--- src/rtl/vga_pkg.sv ---
// Shared VGA definitions: default 640x480@60 timing, total/width helpers,
// RGB field positions, sync polarity encodings and the raw timing flag bundle.
package vga_pkg;

    localparam int DEF_H_ACTIVE = 640;
    localparam int DEF_H_FP     = 16;
    localparam int DEF_H_SYNC   = 96;
    localparam int DEF_H_BP     = 48;
    localparam int DEF_V_ACTIVE = 480;
    localparam int DEF_V_FP     = 10;
    localparam int DEF_V_SYNC   = 2;
    localparam int DEF_V_BP     = 33;

    // Channel position inside a packed {R,G,B} colour word, in units of COLOR_W.
    localparam int RGB_R_OFS = 2;
    localparam int RGB_G_OFS = 1;
    localparam int RGB_B_OFS = 0;

    typedef enum logic {
        SYNC_ACTIVE_LOW  = 1'b0,
        SYNC_ACTIVE_HIGH = 1'b1
    } sync_pol_e;

    // Raw (unregistered, active-high) timing decisions for the current counter state.
    typedef struct packed {
        logic active;
        logic hsync;
        logic vsync;
        logic frame_start;
        logic line_start;
    } timing_flags_t;

    function automatic int h_total(input int active, input int fp, input int sync, input int bp);
        return active + fp + sync + bp;
    endfunction

    function automatic int v_total(input int active, input int fp, input int sync, input int bp);
        return active + fp + sync + bp;
    endfunction

    function automatic int cnt_w(input int n);
        return (n > 1) ? $clog2(n) : 1;
    endfunction

endpackage

--- src/rtl/vga_timing_gen.sv ---
// Horizontal/vertical raster counters and the raw timing flags derived from them.
module vga_timing_gen
    import vga_pkg::*;
#(
    parameter int H_ACTIVE = DEF_H_ACTIVE,
    parameter int H_FP     = DEF_H_FP,
    parameter int H_SYNC   = DEF_H_SYNC,
    parameter int H_BP     = DEF_H_BP,
    parameter int V_ACTIVE = DEF_V_ACTIVE,
    parameter int V_FP     = DEF_V_FP,
    parameter int V_SYNC   = DEF_V_SYNC,
    parameter int V_BP     = DEF_V_BP,
    localparam int H_TOTAL = h_total(H_ACTIVE, H_FP, H_SYNC, H_BP),
    localparam int V_TOTAL = v_total(V_ACTIVE, V_FP, V_SYNC, V_BP),
    localparam int HCNT_W  = cnt_w(H_TOTAL),
    localparam int VCNT_W  = cnt_w(V_TOTAL)
)(
    input  logic              clk,
    input  logic              rst,
    output logic [HCNT_W-1:0] h_cnt,
    output logic [VCNT_W-1:0] v_cnt,
    output timing_flags_t     flags
);

    always_ff @(posedge clk or posedge rst) begin
        if (rst) begin
            h_cnt <= '0;
            v_cnt <= '0;
        end else if (32'(h_cnt) == H_TOTAL - 1) begin
            h_cnt <= '0;
            v_cnt <= (32'(v_cnt) == V_TOTAL - 1) ? '0 : v_cnt + 1'b1;
        end else begin
            h_cnt <= h_cnt + 1'b1;
        end
    end

    assign flags.active      = (32'(h_cnt) < H_ACTIVE) && (32'(v_cnt) < V_ACTIVE);
    assign flags.hsync       = (32'(h_cnt) >= H_ACTIVE + H_FP) && (32'(h_cnt) < H_ACTIVE + H_FP + H_SYNC);
    assign flags.vsync       = (32'(v_cnt) >= V_ACTIVE + V_FP) && (32'(v_cnt) < V_ACTIVE + V_FP + V_SYNC);
    assign flags.frame_start = (h_cnt == '0) && (v_cnt == '0);
    assign flags.line_start  = (h_cnt == '0) && (32'(v_cnt) < V_ACTIVE);

endmodule

--- src/rtl/vga_fb_scanout.sv ---
// VGA scan-out: raster timing, per-line framebuffer row fetch in h-blank, SCALE x SCALE
// replication and registered RGB/sync outputs. Define VGA_BORDER_EN for a fg-coloured border.
module vga_fb_scanout
    import vga_pkg::*;
#(
    parameter int H_ACTIVE = DEF_H_ACTIVE,
    parameter int H_FP     = DEF_H_FP,
    parameter int H_SYNC   = DEF_H_SYNC,
    parameter int H_BP     = DEF_H_BP,
    parameter int V_ACTIVE = DEF_V_ACTIVE,
    parameter int V_FP     = DEF_V_FP,
    parameter int V_SYNC   = DEF_V_SYNC,
    parameter int V_BP     = DEF_V_BP,
    parameter int SCALE    = 2,
    parameter int WORD_W   = 320,
    parameter int ADDR_W   = 8,
    parameter int RAM_LAT  = 1,
    parameter int COLOR_W  = 4,
    parameter int SYNC_POL = 0,
    parameter int BORDER_W = 3
)(
    input  logic                 clk,
    input  logic                 rst,
    input  logic                 enable,
    input  logic [3*COLOR_W-1:0] fg_color,
    input  logic [3*COLOR_W-1:0] bg_color,
    output logic [ADDR_W-1:0]    ram_addr,
    output logic                 ram_rd_en,
    input  logic [WORD_W-1:0]    ram_data,
    output logic                 vga_hsync,
    output logic                 vga_vsync,
    output logic [COLOR_W-1:0]   vga_r,
    output logic [COLOR_W-1:0]   vga_g,
    output logic [COLOR_W-1:0]   vga_b,
    output logic                 frame_start,
    output logic                 line_start
);

    localparam int H_TOTAL = h_total(H_ACTIVE, H_FP, H_SYNC, H_BP);
    localparam int V_TOTAL = v_total(V_ACTIVE, V_FP, V_SYNC, V_BP);
    localparam int HCNT_W  = cnt_w(H_TOTAL);
    localparam int VCNT_W  = cnt_w(V_TOTAL);
    localparam int IDX_W   = cnt_w(WORD_W);
    localparam int SUB_W   = cnt_w(SCALE);
    localparam logic SYNC_ACT  = (SYNC_POL != 0) ? SYNC_ACTIVE_HIGH : SYNC_ACTIVE_LOW;
    localparam logic SYNC_IDLE = ~SYNC_ACT;

    if (H_TOTAL - H_ACTIVE < RAM_LAT + 2) begin : g_err_hblank
        $error("vga_fb_scanout: horizontal blanking shorter than RAM_LAT+2");
    end
    if (RAM_LAT < 1) begin : g_err_lat
        $error("vga_fb_scanout: RAM_LAT must be at least 1");
    end
    if (WORD_W * SCALE != H_ACTIVE) begin : g_err_word
        $error("vga_fb_scanout: WORD_W must equal H_ACTIVE/SCALE");
    end
    if ((2 ** ADDR_W) * SCALE < V_ACTIVE) begin : g_err_addr
        $error("vga_fb_scanout: ADDR_W too small for V_ACTIVE/SCALE rows");
    end
    if (2 * BORDER_W > H_ACTIVE || 2 * BORDER_W > V_ACTIVE) begin : g_err_border
        $error("vga_fb_scanout: BORDER_W too large for the active area");
    end

    logic [HCNT_W-1:0]  h_cnt_p0;
    logic [VCNT_W-1:0]  v_cnt_p0;
    timing_flags_t      flags_p0;
    logic [VCNT_W-1:0]  v_next_p0;
    logic               en_lat;
    logic               en_eff_p0;
    logic               fetch_p0;
    logic [RAM_LAT-1:0] rd_pipe;
    logic [WORD_W-1:0]  line_buf;
    logic [IDX_W-1:0]   idx_p0;
    logic [SUB_W-1:0]   sub_p0;
    logic               pix_p0;
    logic               border_p0;
    logic [3*COLOR_W-1:0] rgb_p0;

    vga_timing_gen #(
        .H_ACTIVE (H_ACTIVE), .H_FP (H_FP), .H_SYNC (H_SYNC), .H_BP (H_BP),
        .V_ACTIVE (V_ACTIVE), .V_FP (V_FP), .V_SYNC (V_SYNC), .V_BP (V_BP)
    ) u_timing (
        .clk   (clk),
        .rst   (rst),
        .h_cnt (h_cnt_p0),
        .v_cnt (v_cnt_p0),
        .flags (flags_p0)
    );

    // stage p0: counter state, fetch decision, pixel lookup and colour select
    assign en_eff_p0 = flags_p0.frame_start ? enable : en_lat;
    assign v_next_p0 = (32'(v_cnt_p0) == V_TOTAL - 1) ? '0 : v_cnt_p0 + 1'b1;
    // Line 0 is fetched before the frame-start latch update, so it looks at enable directly.
    assign fetch_p0  = (32'(h_cnt_p0) == H_ACTIVE) && (32'(v_next_p0) < V_ACTIVE) &&
                       ((v_next_p0 == '0) ? enable : en_lat);
    assign pix_p0    = line_buf[idx_p0];

`ifdef VGA_BORDER_EN
    assign border_p0 = (32'(h_cnt_p0) < BORDER_W) || (32'(h_cnt_p0) >= H_ACTIVE - BORDER_W) ||
                       (32'(v_cnt_p0) < BORDER_W) || (32'(v_cnt_p0) >= V_ACTIVE - BORDER_W);
`else
    assign border_p0 = 1'b0;
`endif

    always_comb begin
        rgb_p0 = '0;
        if (flags_p0.active) begin
            if (border_p0)
                rgb_p0 = fg_color;
            else if (en_eff_p0)
                rgb_p0 = pix_p0 ? fg_color : bg_color;
        end
    end

    always_ff @(posedge clk or posedge rst) begin
        if (rst) begin
            en_lat   <= 1'b0;
            rd_pipe  <= '0;
            line_buf <= '0;
            idx_p0   <= '0;
            sub_p0   <= '0;
        end else begin
            en_lat     <= en_eff_p0;
            rd_pipe[0] <= ram_rd_en;
            for (int i = 1; i < RAM_LAT; i++)
                rd_pipe[i] <= rd_pipe[i-1];
            if (rd_pipe[RAM_LAT-1])
                line_buf <= ram_data;
            // idx/sub describe the column the counter will show next cycle
            if (32'(h_cnt_p0) == H_TOTAL - 1) begin
                idx_p0 <= '0;
                sub_p0 <= '0;
            end else if (32'(h_cnt_p0) < H_ACTIVE - 1) begin
                if (32'(sub_p0) == SCALE - 1) begin
                    sub_p0 <= '0;
                    idx_p0 <= idx_p0 + 1'b1;
                end else begin
                    sub_p0 <= sub_p0 + 1'b1;
                end
            end
        end
    end

    // stage p1: registered, mutually aligned outputs
    always_ff @(posedge clk or posedge rst) begin
        if (rst) begin
            vga_hsync   <= SYNC_IDLE;
            vga_vsync   <= SYNC_IDLE;
            vga_r       <= '0;
            vga_g       <= '0;
            vga_b       <= '0;
            frame_start <= 1'b0;
            line_start  <= 1'b0;
            ram_rd_en   <= 1'b0;
            ram_addr    <= '0;
        end else begin
            vga_hsync   <= flags_p0.hsync ? SYNC_ACT : SYNC_IDLE;
            vga_vsync   <= flags_p0.vsync ? SYNC_ACT : SYNC_IDLE;
            vga_r       <= rgb_p0[RGB_R_OFS*COLOR_W +: COLOR_W];
            vga_g       <= rgb_p0[RGB_G_OFS*COLOR_W +: COLOR_W];
            vga_b       <= rgb_p0[RGB_B_OFS*COLOR_W +: COLOR_W];
            frame_start <= flags_p0.frame_start;
            line_start  <= flags_p0.line_start;
            ram_rd_en   <= fetch_p0;
            if (fetch_p0)
                ram_addr <= ADDR_W'(32'(v_next_p0) / SCALE);
        end
    end

endmodule

--- config.mk ---
export PLATFORM = sky130hd
export DESIGN_NAME = vga_fb_scanout
export DESIGN_NICKNAME = d
export VERILOG_FILES = /design/src/rtl/vga_pkg.sv /design/src/rtl/vga_timing_gen.sv /design/src/rtl/vga_fb_scanout.sv
export SDC_FILE = /design/constraint.sdc
export NUM_CORES = 1
export LEC_CHECK = 0
export ABC_AREA = 1
export CELL_PAD_IN_SITES_DETAIL_PLACEMENT = 2
export CELL_PAD_IN_SITES_GLOBAL_PLACEMENT = 2
export CORE_MARGIN = 2
export CORE_UTILIZATION = 31
export DETAILED_ROUTE_END_ITERATION = 10
export PLACE_DENSITY_LB_ADDON = 0.1
export SLEW_MARGIN = 15
export SYNTH_ARGS = -nofsm -noshare
export SYNTH_HDL_FRONTEND = slang
export SYNTH_HIERARCHICAL = 1
export SYNTH_SLANG_ARGS = --single-unit
--- constraint.sdc ---
create_clock -name clk -period 17.85 [get_ports clk]
set_input_delay 3.57 -clock clk [delete_from_list [all_inputs] [get_ports clk]]
set_output_delay 3.57 -clock clk [all_outputs]
set_load 0.05 [all_outputs]
# [Yosys cells after proc, flatten, opt, wreduce, memory -nomap -nowiden]
# Cells that the tools add are included.
[op_classes] n_lt_le_gt_ge=9 div_mod_pow=0 n_shift=0 n_mux=17 n_reduce_logical=13 eq_ne=3 bitwise=0 addsub=4 mul=0
[op_table] cell="2-to-1 mux 12 bit" count=3
[op_table] cell="== test 10 bit (second input constant)" count=3
[op_table] cell="zero test 10 bit" count=3
[op_table] cell="less-than comparator 10 bit (second input constant)" count=3
[op_table] cell="less-than comparator 10 x 9 -> 1 bit (second input constant)" count=3
[op_table] cell="2-to-1 mux 9 bit" count=3
[op_table] cell="adder 10 x 1 -> 10 bit (second input constant)" count=2
[op_table] cell="2-to-1 mux 10 bit" count=2
[op_table] cell="greater-or-equal comparator 10 bit (second input constant)" count=1
[op_table] cell="greater-or-equal comparator 10 x 9 -> 1 bit (second input constant)" count=1
[op_table] cell="less-than comparator 9 x 10 -> 1 bit (second input constant)" count=1
[op_table] cell="adder 9 x 1 -> 9 bit (second input constant)" count=1
[op_table] cell="binary-select mux 1 bit (select 9 bit)" count=1
[op_table] cell="2-to-1 mux 1 bit" count=8
[op_table] cell="logical AND 1 bit" count=7
[op_table] cell="nonzero test 2 bit" count=2
[op_table] cell="AND reduction 2 bit" count=1
[op_table] cell="adder 1 bit (second input constant)" count=1
[word_totals] out_inout_bits=25 mem_count=0 romBits=0 reg_bits=377 latch_bits=0 ramBits=0

# [Longest topological paths before layout]
[depth] depth_word=5 ltp_mapped=20 ltp_nobuf=18

# [By module]
# Netlist, hierarchy kept.
[modules_own_cells] mod="vga_fb_scanout" area_each_um2=17239.0 seq_area_each_um2=8936.1 cells_each=2041 n_inst=1
[modules_own_cells] mod="vga_timing_gen" area_each_um2=1249.9 seq_area_each_um2=500.5 cells_each=168 n_inst=1

# [Worst setup path after synthesis]
# Ideal clock, no wire load.
[synth_timing] path_kind="input to register" start="input port enable" end="register vga_b[0]" setup_slack_ns=13.511 setup_ns=0.071 required_ns=17.779 t_arrival_ns=4.268 n_path_buf=1 cell_stages=6 path_cell_list="nand2_1 o21ai_0 and2_1 buf_1 nand2_1 nor2_1"
[synth_between] elab_chain_len=3
[synth_rtl] item="start: declaration" line_no="vga_fb_scanout.sv:24" rtl="input logic enable,"
[synth_rtl] item="2-to-1 mux 1 bit" line_no="vga_fb_scanout.sv:91" rtl="assign en_eff_p0 = flags_p0.frame_start ? enable : en_lat;"
[synth_rtl] item="via en_eff_p0" line_no="vga_fb_scanout.sv:69" rtl="logic en_eff_p0;"
[synth_rtl] item="2-to-1 mux 12 bit" line_no="vga_fb_scanout.sv:110" rtl="else if (en_eff_p0)"
[synth_rtl] item="2-to-1 mux 12 bit" line_no="vga_fb_scanout.sv:107" rtl="if (flags_p0.active) begin"
[synth_rtl] item="via rgb_p0[0]" line_no="vga_fb_scanout.sv:77" rtl="logic [3*COLOR_W-1:0] rgb_p0;"
[synth_rtl] item="end signal: assignment" line_no="vga_fb_scanout.sv:161" rtl="vga_b <= rgb_p0[RGB_B_OFS*COLOR_W +: COLOR_W];"
[synth_rtl] item="end: declaration" line_no="vga_fb_scanout.sv:34" rtl="output logic [COLOR_W-1:0] vga_b,"
# The timed path passes the listed nets, and every way through them passes these cells.
# A chain may end at the register's enable or synchronous reset.

==> metrics.txt <==
# TYPE chip_impl_metric gauge
chip_impl_metric{name="die_y",unit="µm"} 248
chip_impl_metric{name="timing.reg2reg.setup_slack",unit="ns"} 13.94
chip_impl_info{name="tritoncts",value="built"} 1
chip_impl_metric{name="routedWlPerCell",unit="µm"} 20.6
chip_impl_metric{name="drt_drc_violations_left",unit=""} 0
chip_impl_metric{name="clock-skew-final",unit="ns"} 0.0165
chip_impl_metric{name="clk_latency",unit="ns"} 0.58
chip_impl_info{name="synthFlopType",value="dfrtp_1"} 1
chip_impl_metric{name="routabilityCongestion",unit=""} 0.789
chip_impl_metric{name="firstDrtPassIters",unit=""} 5
chip_impl_metric{name="report.final.setup_viol",unit=""} 0
chip_impl_info{name="synth_common_cells",value="536 x nand2_1, 375 x dfrtp_1, 290 x inv_1"} 1
chip_impl_info{name="worst_setup_path_end_kind",value="asynchronous set/reset pin"} 1
chip_impl_metric{name="cts_hold_buf",unit=""} 0
chip_impl_metric{name="max_cap_viol_count",unit=""} 0
chip_impl_metric{name="grt_pass1_vias",unit=""} 18500
chip_impl_info{name="post-synth-top-count-cell",value="nand2_1"} 1
chip_impl_metric{name="wire_length_of_the_first_global_routing_pass",unit="µm"} 107000
chip_impl_metric{name="initial_antenna_violation_count",unit=""} 3
chip_impl_metric{name="cts_max_path_buffers",unit=""} 3
chip_impl_metric{name="num_vias",unit=""} 16500
chip_impl_metric{name="core_area",unit="mm²"} 0.0590
chip_impl_info{name="ctsRootBufferMaster",value="clkbuf_16"} 1
chip_impl_info{name="netlist.top_cell.by_area",value="dfrtp_1"} 1
chip_impl_metric{name="syn_nets",unit=""} 2563
chip_impl_metric{name="number_of_nets_with_antenna_violations_after_detailed_routing",unit=""} 0
chip_impl_metric{name="placement.io_buffers",unit=""} 371
chip_impl_metric{name="synth-seq-area-share",unit="%"} 51.0
chip_impl_metric{name="final_layout_size_suffix_gt1_share",unit="%"} 9.31
chip_impl_metric{name="max_freq",unit="MHz"} 167
chip_impl_metric{name="tritoncts_num_sinks",unit=""} 377
chip_impl_metric{name="cp_data_required_time",unit="ns"} 18.32
chip_impl_metric{name="dieArea",unit="mm²"} 0.0616
chip_impl_metric{name="max-slew-margin-rel",unit="%"} 23.4
chip_impl_metric{name="crit_arrival",unit="ns"} 6.48
chip_impl_metric{name="post_synth_instance_area",unit="mm²"} 0.0185
chip_impl_metric{name="clk_pin_slew_worst_paths",unit="ns"} 0.06
chip_impl_metric{name="finalInstanceArea",unit="mm²"} 0.0243
chip_impl_metric{name="cts_made_buffers",unit=""} 48
chip_impl_metric{name="number_of_flops_mapped_to_enable_cells_by_yosys",unit=""} 0
chip_impl_metric{name="design.final.nets",unit=""} 2871
chip_impl_info{name="result_of_the_run",value="completed"} 1
chip_impl_info{name="worstSetupPathType",value="in2async"} 1
chip_impl_metric{name="layout.area.seq",unit="mm²"} 0.00945
chip_impl_metric{name="fin_setup_tns",unit="ns"} 0
chip_impl_metric{name="final.fill_count",unit=""} 6564
chip_impl_metric{name="i_o_pin_count",unit=""} 372
chip_impl_metric{name="detailed_placement_hpwl",unit="µm"} 46600
chip_impl_metric{name="post-route-min-period",unit="ns"} 6.00
chip_impl_metric{name="worst-path-max-fanout",unit=""} 108
chip_impl_metric{name="hold_viol",unit=""} 0
chip_impl_info{name="worstSetupStartpointType",value="input port"} 1
chip_impl_metric{name="power.static_leakage",unit="nW"} 10.6
chip_impl_metric{name="period_share",unit="%"} 33.6
chip_impl_metric{name="yosysWarnings",unit=""} 6
chip_impl_metric{name="grtUsageTotal",unit="%"} 22.5
chip_impl_metric{name="initial_core_util",unit="%"} 31.3
chip_impl_metric{name="yosys_register_bits",unit=""} 377
chip_impl_metric{name="grt_overflow_total",unit=""} 0
chip_impl_metric{name="synth_cells",unit=""} 2209
chip_impl_metric{name="post_drt_via_cell_ratio",unit=""} 4.94
chip_impl_metric{name="tightestPinTransition",unit="ns"} 1.15
chip_impl_metric{name="synth_top_area_share",unit="%"} 50.8
chip_impl_metric{name="routed_wirelength",unit="µm"} 68600
chip_impl_metric{name="htree_levels",unit=""} 2
chip_impl_metric{name="post_cts.resized_instances",unit=""} 0
chip_impl_metric{name="post-cts-setup-buffer-count",unit=""} 0
chip_impl_info{name="rsz0062_at_grt",value="false"} 1
chip_impl_metric{name="power_per_cell_area",unit="mW/mm²"} 85.7
chip_impl_info{name="ys_top_cells_by_area",value="dfrtp_1 51%, nand2_1 11%, o21ai_0 7.5%"} 1
chip_impl_metric{name="ffs_w_async_s_r_synth",unit="%"} 100
chip_impl_metric{name="vdd_drop_max",unit="µV"} 62.5
chip_impl_metric{name="post_synth_num_cell_types",unit=""} 35
chip_impl_metric{name="avgSynthCellArea",unit="µm²"} 8.37
chip_impl_metric{name="drt_iter0_markers",unit=""} 755
chip_impl_metric{name="multi_input_area",unit="mm²"} 0.00728
chip_impl_metric{name="area_grow_syn2layout",unit="%"} 31.4
chip_impl_metric{name="grt_max_degree",unit=""} 119
chip_impl_metric{name="count_of_standard_cell_rows",unit=""} 89
chip_impl_metric{name="die_w",unit="µm"} 248
chip_impl_info{name="worstHoldPathType",value="reg2reg"} 1
chip_impl_metric{name="placedInstanceArea",unit="mm²"} 0.0227
chip_impl_metric{name="final-max-slew-violation-count",unit=""} 0
[stage by stage]
stage | utilization, % | hold slack (ns) | power [mW] | setup slack [ns] | instances
global placement | 38.4 | 0.362 | 1.10 | 11.14 | 3240
finish | 41.2 | 0.380 | 2.08 | 11.85 | 3333
detailed placement | 38.4 | 0.372 | 1.10 | 11.06 | 3240
global route | 41.2 | 0.391 | 2.17 | 11.40 | 3333
CTS | 41.1 | 0.383 | 2.12 | 11.71 | 3330
floorplan | - | 0.475 | 0.986 | 4.38 | 2209
[per-layer routing]
| layer | part of all wire, % | vias up | routed length (µm) | track usage [%] |
|---|---|---|---|---|
| met4 | 2.4 | 0 | 1650 | 6.43 |
| met2 | 50 | 290 | 34500 | 39.5 |
| met5 | 0 | - | 0 | 0 |
| li1 | - | 7749 | - | - |
| met3 | 3.4 | 88 | 2320 | 2.88 |
| met1 | 44 | 8348 | 30100 | 28.9 |
[logic make-up (layout without fill, tap and decap cells)]
| family | after synthesis | count (layout) | share of synthesized area, % |
|---|---|---|---|
| buffers and inverters | 425 | 773 | 9.62 |
| AND/OR/NAND/NOR | 843 | 843 | 19.3 |
| XOR/XNOR | 7 | 7 | 0.332 |
| multiplexers | 115 | 115 | 7.00 |
| AO/OA/AOI/OAI | 435 | 435 | 12.2 |
| flip-flops | 377 | 377 | 51.0 |
| other | 0 | 3 | 0 |
| adder cells (fa/ha/maj) | 7 | 7 | 0.474 |
[area by class of cell]
class                      count  area share (%)
tap                          773            3.98
clock inverter                10           0.443
antenna                        3          0.0309
inverter                     296            4.62
multi-input combinational   1407            30.0
clock buffer                  80            6.27
timing repair buffer         387            15.8
sequential                   377            38.9
[flip-flops by register name (all words and copies together) (netlist names), 4 cells and up]
name,cells
u_timing/h_cnt,10
vga_r,4
u_timing/v_cnt,10
vga_b,4
vga_g,4
ram_addr,8
idx_p0,9
line_buf,320
[path summary, 6_finish.rpt]
check / startpoint / to / cells past startpoint
setup / recovery: rst / idx_p0[1]$_DFFE_PP0P_ / 4
hold / removal: ram_rd_en$_DFF_PP0_ / rd_pipe$_DFF_PP0_ / 0
setup reg to reg: idx_p0[0]$_DFFE_PP0P_ / vga_r[2]$_DFF_PP0_ / 19
hold reg to reg: ram_rd_en$_DFF_PP0_ / rd_pipe$_DFF_PP0_ / 0
max in group clk: vga_vsync$_DFF_PP1_ / vga_vsync / 1
min in group asynchronous: rst / frame_start$_DFF_PP0_ / 2
[where the power goes]
part,leakage (nW),internal (mW),total [mW],switching [mW]
Clock,0.809,0.607,0.996,0.388
Combinational,5.35,0.0959,0.177,0.0811
Sequential,4.46,0.894,0.908,0.0140
Total,10.6,1.60,2.08,0.483
[worst max-delay path, cell delays in order]
cell             delay [ns]
clkdlybuf4s50_1        0.51
inv_8                  0.51
buf_4                  0.80
buf_4                  0.86
[placed cells by master (no fill, tap or decap), drive strengths merged, types with 3 or more instances in the layout]
cell type,synthesis,layout
nand2,538,538
nor2,70,70
diode,0,3
a21oi,91,91
nor4,3,3
xor2,7,7
nor3,17,17
clkdlybuf4s50,0,371
dfrtp,375,375
o21ai,312,312
nand4,14,14
clkinv,0,8
mux2,115,115
nor3b,5,5
nand3,193,193
inv,296,296
o211ai,29,29
clkbuf,65,80
buf,64,16
ha,7,7
Power figures use the tool's default switching activity.
